--- config.mk ---
export PLATFORM = sky130hd
export DESIGN_NAME = gray_sync_bus_rx
export DESIGN_NICKNAME = d
export VERILOG_FILES = /design/src/rtl/gray_sync_bus_rx.sv
export SDC_FILE = /design/constraint.sdc
export NUM_CORES = 1
export LEC_CHECK = 0
export ABC_AREA = 1
export BUFFER_PORTS_ARGS = -buffer_cell sky130_fd_sc_hd__clkbuf_2
export CORE_MARGIN = 3
export CORE_UTILIZATION = 40
export DETAILED_ROUTE_END_ITERATION = 6
export PLACE_DENSITY = 0.72
export SETUP_SLACK_MARGIN = 0.3
export SLEW_MARGIN = 20
export SYNTH_ARGS = -nofsm -noshare
export SYNTH_HDL_FRONTEND = slang
export SYNTH_SLANG_ARGS = --single-unit
--- constraint.sdc ---
create_clock -name q_clk -period 1.5 [get_ports q_clk]
set_input_delay 0.15 -clock q_clk [delete_from_list [all_inputs] [get_ports q_clk]]
set_output_delay 0.15 -clock q_clk [all_outputs]
set_load 0.1 [all_outputs]
--- src/rtl/gray_sync_bus_rx.sv ---
// Receive side of a Gray-coded pointer crossing: N-flop synchronizer into q_clk,
// Gray->binary conversion, optional output register and a change pulse.
`timescale 1ns/1ps
module gray_sync_bus_rx #(
  parameter int WIDTH        = 8,
  parameter int EXTRA_STAGES = 1,
  parameter int REG_OUT      = 1
) (
  input  logic             q_clk,
  input  logic             q_rst_n,
  input  logic             q_clr,
  input  logic [WIDTH-1:0] d_gray,
  output logic [WIDTH-1:0] q,
  output logic [WIDTH-1:0] q_gray,
  output logic             q_chg
);

  localparam int N = 2 + EXTRA_STAGES;

  (* ASYNC_REG = "TRUE" *) logic [WIDTH-1:0] sync [N];
  logic [WIDTH-1:0] q_next;

  function automatic logic [WIDTH-1:0] gray2bin(input logic [WIDTH-1:0] g);
    logic [WIDTH-1:0] b;
    b[WIDTH-1] = g[WIDTH-1];
    for (int i = WIDTH - 2; i >= 0; i--) b[i] = b[i+1] ^ g[i];
    return b;
  endfunction

  // Synchronizer chain: pure flop-to-flop, no logic between stages
  always_ff @(posedge q_clk or negedge q_rst_n) begin
    if (!q_rst_n) begin
      for (int i = 0; i < N; i++) sync[i] <= '0;
    end else if (q_clr) begin
      for (int i = 0; i < N; i++) sync[i] <= '0;
    end else begin
      sync[0] <= d_gray;
      for (int i = 1; i < N; i++) sync[i] <= sync[i-1];
    end
  end

  assign q_gray = sync[N-1];

  // q_next is the value q will take on the coming edge, so q_chg lines up with q
  if (REG_OUT != 0) begin : g_reg_out
    logic [WIDTH-1:0] q_reg;
    assign q_next = gray2bin(sync[N-1]);
    always_ff @(posedge q_clk or negedge q_rst_n) begin
      if (!q_rst_n)   q_reg <= '0;
      else if (q_clr) q_reg <= '0;
      else            q_reg <= q_next;
    end
    assign q = q_reg;
  end else begin : g_comb_out
    assign q_next = gray2bin(sync[N-2]);
    assign q      = gray2bin(sync[N-1]);
  end

  always_ff @(posedge q_clk or negedge q_rst_n) begin
    if (!q_rst_n)   q_chg <= 1'b0;
    else if (q_clr) q_chg <= 1'b0;
    else            q_chg <= (q_next != q);
  end

`ifdef SIMULATION
  // Disarmed after reset/clear so the first refill sample is not flagged
  logic armed;
  always_ff @(posedge q_clk or negedge q_rst_n) begin
    if (!q_rst_n) begin
      armed <= 1'b0;
    end else if (q_clr) begin
      armed <= 1'b0;
    end else begin
      armed <= 1'b1;
      if (armed && ($countones(d_gray ^ sync[0]) > 1))
        $display("gray_sync_bus_rx: error, stage 0 moved %0d bits (%h -> %h)",
                 $countones(d_gray ^ sync[0]), sync[0], d_gray);
    end
  end
`endif

endmodule

==> flow_metrics.py, run 1 <==
metrics = {
    "yosys": {
        "synth_enable_flop_cells": 0,
        "synth_area_leaders": "dfrtp_1 56%, nor2_1 8.9%, inv_1 7.9%",
        "yosysSeqAreaShare": 0.559,
        "async_flop_share": 1.00,
        "synth_common_cells": "35 x nor2_1, 33 x dfrtp_1, 31 x inv_1",
        "synth_top_area_frac": 0.559,
        "yosysMostFrequentCell": "nor2_1",
        "synth_area_leader_cell": "dfrtp_1",
        "syn_avg_cell_area_sq_um": 9.17,
        "ys_types": 18,
        "synthFlopType": "dfrtp_1",
        "ys_warn_count": 0,
        "yosys_register_bits": 33,
        "syn_nets": 172,
        "synthCells": 161,
        "netlist_area_sq_um": 1480,
    },
    "finish": {
        "area_delta_synth_final_pct": 27.4,
        "nets": 205,
        "antenna_cells": 0,
        "largest_reg_flops": 16,
        "drive_gt1_frac": 0.359,
    },
    "worst_setup_path": {
        "r2r_end": "q_chg",
        "crit_start": "q_gray[7]",
        "crit_required_ps": 1630,
        "end_kind": "flop",
        "startpoint_type": "flop",
        "r2r_setup_slack_ps": -160,
        "reg2reg_depth": 12,
        "critPathKind": "flop to flop",
        "critPathMaxFanout": 4,
        "crit-reg2reg-launch": "q_gray[7]",
        "cp.arrival_ps": 1790,
    },
    "clocking": {
        "clock-sinks": 33,
        "clock_path_buffers": 2,
        "tritoncts.num_buffers": 5,
        "h-tree-depth": 2,
        "clk_pin_slew_ps": 70,
        "worstSkewPairLatency_ps": 270,
        "cts_tree": "built",
        "cts_root_buf": "clkbuf_8",
    },
    "timing": {
        "hold_violations": 0,
        "maxSlewViolCount": 0,
        "period_needed_ps": 1660,
        "rsz0062_at_grt": "true",
        "finalSetupViolations": 3,
        "fin_skew_ps": 3.38,
        "clock.fmax_mhz": 603,
        "final.setup.tns_ps": -259,
        "tightest_slew_ps": 641,
        "period_share": 1.11,
        "relSlewSlack": 0.573,
        "postLayoutSetupSlackWorst_ps": -158,
    },
    "power": {
        "vdd.ir_drop.worst_mv": 0.717,
        "pwr-share-seq": 0.483,
        "p_total_mw": 1.97,
        "power.internal_mw": 1.36,
        "swShare": 0.307,
        "p_leak_nw": 0.960,
        "p_per_area_nw_per_um2": 1050,
        "power_switching_mw": 0.605,
        "clock_power_share": 0.317,
        "p_comb_frac": 0.200,
    },
    "detailed_routing": {
        "wl_mm": 2.38,
        "antenna_left": 0,
        "drtIter0Drc": 17,
        "detail_route.vias_per_cell": 4.25,
        "dr_total_vias": 1025,
        "dr.pass1.iters": 4,
        "routedWlPerCell_um": 9.89,
        "drc": 0,
    },
    "global_routing": {
        "grt_max_degree": 34,
        "grt_overflow": 0,
        "antenna_found_initial": 0,
        "grt_pass1_vias": 971,
        "grt_pass1_wl_mm": 3.97,
        "gr-usage-all-layers": 0.122,
    },
    "placement": {
        "dpl.hpwl_mm": 1.71,
        "dp_worst_setup_slack_ps": -182,
        "globalplace.congestion": 0.737,
        "port_buffers": 27,
    },
    "status": {
        "outcome": "finished with violations",
        "violations": "negative setup slack",
    },
    "floorplan": {
        "die_h_um": 66.8,
        "dieArea_sq_um": 4460,
        "pin_count": 28,
        "core_sq_um": 3440,
        "fp-row-count": 21,
        "die_w_um": 66.8,
        "initial_core_util": 0.429,
    },
    "hold_path": {
        "worstHoldEndpoint": "sync[20]",
        "min_path_type": "primary input to flop",
        "holdPathStages": 3,
        "hp-start": "d_gray[4]",
    },
    "job": {
        "max_cap_violations": 0,
    },
}
## final cells by class
class | count | area [sq um]
inverters | 32 | 120
clock inverters | 2 | 10.0
flip-flops and latches | 33 | 831
clock buffers | 6 | 72.6
repair buffers | 38 | 299
well taps | 46 | 57.6
fillers | 315 | 1560
multi-input cells | 84 | 490
## layer usage
metal / global-route usage / routed length (um) / up-vias
met5: 0 / 0 / -
met4: 0.0533 / 27 / 0
met3: 0.0455 / 145 / 4
met2: 0.218 / 1260 / 20
met1: 0.127 / 954 / 466
li1: - / - / 535
## power groups by stage
stage          Sequential [mW]  Clock, mW  Combinational, mW
2_1_floorplan             1.08          0              0.183
3_3_place_gp             0.966          0              0.365
6_report                 0.951      0.625              0.393
3_5_place_dp             0.969          0              0.371
5_1_grt                  0.955      0.698              0.428
4_1_cts                  0.951      0.656              0.392
## timing repair
item | CTS | global route
hold buffers | 1 | 0
setup buffers | 2 | 1
resized for setup | 22 | 7
setup endpoints to repair | 22 | 14
pin swaps | 0 | 3
hold endpoints to repair | 17 | 0
## per-stage QoR
step	instance area (sq um)	hold slack, ps	util	cells
6_report	1880	51.6	0.546	241
3_3_place_gp	1670	107	0.486	229
3_5_place_dp	1670	112	0.486	229
2_1_floorplan	1500	-146	-	161
4_1_cts	1850	40.6	0.537	240
5_1_grt	1880	56.9	0.546	241
## cell families after synthesis
family | synth area share
xor gates and xnor gates | 0.0178
buffers and inverters | 0.132
and+or+nand+nor | 0.284
DFF | 0.559
AOI/OAI and AO/OA | 0.00678
## worst max-delay path, stage by stage, from the launching register on
cell     delay (ps)
dfrtp_1         420
inv_2           100
nand2_2          70
nand3_4         110
nand2_4          80
buf_4           140
xnor2_1         110
nor2_1           80
nand2_1          60
nor2_1           90
nand4_1          80
nor2_1          120
a21oi_1          70
## worst max path at each step
stage	end	slack, ps	depth (start not counted)
detailed placement	q_chg	-180	14
global placement	q_chg	-130	13
global route	q_chg	-320	14
finish	q_chg	-160	12
CTS	q_chg	-180	14
floorplan	q_chg	-50	13
## cells in the final DEF (no fill, tap or decap), types with 5 or more instances in the layout
cell type  synthesis  layout
nand3_2            5       5
nor2_1            35      35
clkbuf_4           0      14
nand2_2            5       6
inv_1             31      30
buf_4              8       9
dfrtp_1           33      29
nand2_1           14      12
nand3_1           10       8
clkbuf_2           0      10
clkbuf_8           0       5
Note: power is estimated with default switching activity, not from simulation.
==> run 2: changes to the inputs <==
==> constraint.sdc (replaced) <==
create_clock -name q_clk -period 1.5 [get_ports q_clk]
set_input_delay 0.225 -clock q_clk [delete_from_list [all_inputs] [get_ports q_clk]]
set_output_delay 0.225 -clock q_clk [all_outputs]
set_load 0.1 [all_outputs]
==> run 2 against run 1 <==
  * The flow still finishes with violations (negative setup slack)
  * Sequential share of layout area shrank 4.0 points
  * Combinational power grew 12%
  * Clock power is essentially flat
  * Cell count grew 1.7%
  * Sequential cell count is the same
  * Critical path depth grew 2
  * Fmax shrank 3.2%
  * Clock-buffer cell count is the same
  * Clock skew grew 3.2 ps
==> flow_metrics.py, run 2 (synthesis results as in run 1) <==
metrics = {
    "power": {
        "p_leak_nw": 1.02,
        "p_total_mw": 2.02,
        "p_per_area_nw_per_um2": 966,
        "vdd.ir_drop.worst_mv": 0.587,
    },
    "detailed_routing": {
        "dr.pass1.iters": 4,
        "drtIter0Drc": 32,
        "antenna_left": 0,
        "wl_mm": 2.59,
        "drc": 0,
        "dr_total_vias": 1085,
        "routedWlPerCell_um": 10.6,
        "detail_route.vias_per_cell": 4.43,
    },
    "floorplan": {
        "core_sq_um": 3440,
        "fp-row-count": 21,
        "dieArea_sq_um": 4460,
        "pin_count": 28,
        "initial_core_util": 0.429,
        "die_h_um": 66.8,
        "die_w_um": 66.8,
    },
    "timing": {
        "finalSetupViolations": 3,
        "clock.fmax_mhz": 584,
        "fin_skew_ps": 6.54,
        "relSlewSlack": 0.731,
        "rsz0062_at_grt": "true",
        "tightest_slew_ps": 404,
        "maxSlewViolCount": 0,
        "period_share": 1.14,
        "postLayoutSetupSlackWorst_ps": -214,
        "period_needed_ps": 1710,
        "hold_violations": 0,
    },
    "hold_path": {
        "worstHoldEndpoint": "sync[16]",
        "hp-start": "d_gray[0]",
        "min_path_type": "primary input to flop",
        "holdPathStages": 3,
    },
    "worst_setup_path": {
        "crit-reg2reg-launch": "q_gray[7]",
        "critPathKind": "flop to flop",
        "r2r_setup_slack_ps": -210,
        "path_delay_family": "simple AND/OR/NAND/NOR gates",
        "crit_required_ps": 1660,
        "worst-path-buf-inv": 1,
        "critPathMaxFanout": 4,
        "cpMostUsedCell": "nand2_4",
        "reg2reg_depth": 14,
        "cp.arrival_ps": 1870,
        "startpoint_type": "flop",
        "slowest_delay_ps": 450,
        "cp_slowest_cell": "dfrtp_2",
        "cp_cell_sequence": "inv_4 -> nand2_4 -> nand3_4 -> nand2_4 -> nand2_4 -> nand3_4 -> nand2_4 -> nand2_4 -> nand2_4 -> nand2_2 -> nand3_2 -> nand2_1 -> nor2_1 -> a21oi_1",
        "r2r_end": "q_chg",
        "end_kind": "flop",
    },
    "finish": {
        "area_delta_synth_final_pct": 41.7,
        "n_fill_cell": 283,
        "final_cell_mix": "35 x nor2_1, 30 x inv_1, 22 x dfrtp_1, 12 x clkbuf_8, 11 x dfrtp_2",
        "nets": 209,
        "layout_commonest_cell": "nor2_1",
        "fin_cells": 245,
        "antenna_cells": 0,
        "multiInputGateArea_sq_um": 553,
        "largest_reg_flops": 16,
        "regArea_sq_um": 840,
        "drive_gt1_frac": 0.437,
    },
    "clocking": {
        "clock_path_buffers": 2,
        "clk_pin_slew_ps": 70,
        "cts_root_buf": "clkbuf_8",
        "cts_tree": "built",
        "h-tree-depth": 2,
        "tritoncts.num_buffers": 5,
        "clock-sinks": 33,
        "worstSkewPairLatency_ps": 280,
    },
    "status": {
        "outcome": "finished with violations",
        "violations": "negative setup slack",
    },
    "placement": {
        "dp_cells": 229,
        "globalplace.congestion": 0.758,
        "port_buffers": 27,
        "dpl.hpwl_mm": 1.53,
    },
    "global_routing": {
        "gr-usage-all-layers": 0.134,
        "grt_pass1_vias": 1012,
        "antenna_found_initial": 0,
        "grt_pass1_wl_mm": 4.40,
        "grt_max_degree": 34,
        "grt_overflow": 0,
    },
    "job": {
        "max_cap_violations": 0,
    },
}
[run 2: changes by cell type in the layout (fill, tap and decap cells not counted), sizes merged]
cell,before,now
clkbuf,30,25
buf,13,22
[run 2: through the flow]
stage	cell area [sq um]	hold slack [ps]	worst slack [ps]	setup TNS, ps	util
final	2090	122	-214	-364	0.608
after global routing	2090	120	-325	-745	0.608
after CTS	1990	111	-150	-234	0.577
after detailed placement	1690	271	-149	-229	0.490
after global placement	1690	269	-109	-118	0.490
after floorplan	1500	-70.6	-49.0	-49.0	-
[run 2: repair_timing]
action,CTS,global route
pin swaps,3,7
hold buffers,1,0
gates resized for setup,43,25
setup buffers,5,2
gates cloned,0,0
setup endpoints to repair,22,14
hold endpoints to repair,33,0
[run 2: worst reg2reg max path, cell delays in order (launching register included)]
cell     delay, ps
dfrtp_2        450
inv_4           90
nand2_4         60
nand3_4        100
nand2_4         80
nand2_4         70
nand3_4        100
nand2_4        130
nand2_4         90
nand2_4         80
nand2_2         70
nand3_2         60
nand2_1         50
nor2_1         100
a21oi_1         70
[run 2: cell type report]
class,instances,share of cell area
Clock buffer,6,0.0347
Clock inverter,2,0.00478
Inverter,32,0.0598
Multi-Input combinational cell,84,0.264
Sequential cell,33,0.401
Tap cell,46,0.0275
Timing Repair Buffer,42,0.208
[run 2: worst max-delay path by stage]
| stage | from | endpoint | cells past startpoint |
|---|---|---|---|
| finish | q_gray[7] | q_chg | 14 |
| global route | q_gray[6] | q_chg | 13 |
| CTS | q_gray[6] | q_chg | 14 |
| detailed placement | q_gray[6] | q_chg | 14 |
| global placement | q_gray[7] | q_chg | 12 |
| floorplan | q_gray[7] | q_chg | 13 |
[run 2: power by group]
| part | switching [mW] | internal [mW] |
|---|---|---|
| registers | 0.0263 | 0.931 |
| clock network | 0.302 | 0.321 |
| logic | 0.296 | 0.144 |
[run 2: routing by layer]
layer | GRT usage | up-vias | routed length [um]
met4 | 0.0533 | 0 | 45
met2 | 0.223 | 25 | 1320
met5 | 0 | - | 0
met3 | 0.0573 | 7 | 152
met1 | 0.151 | 510 | 1070
li1 | - | 543 | -
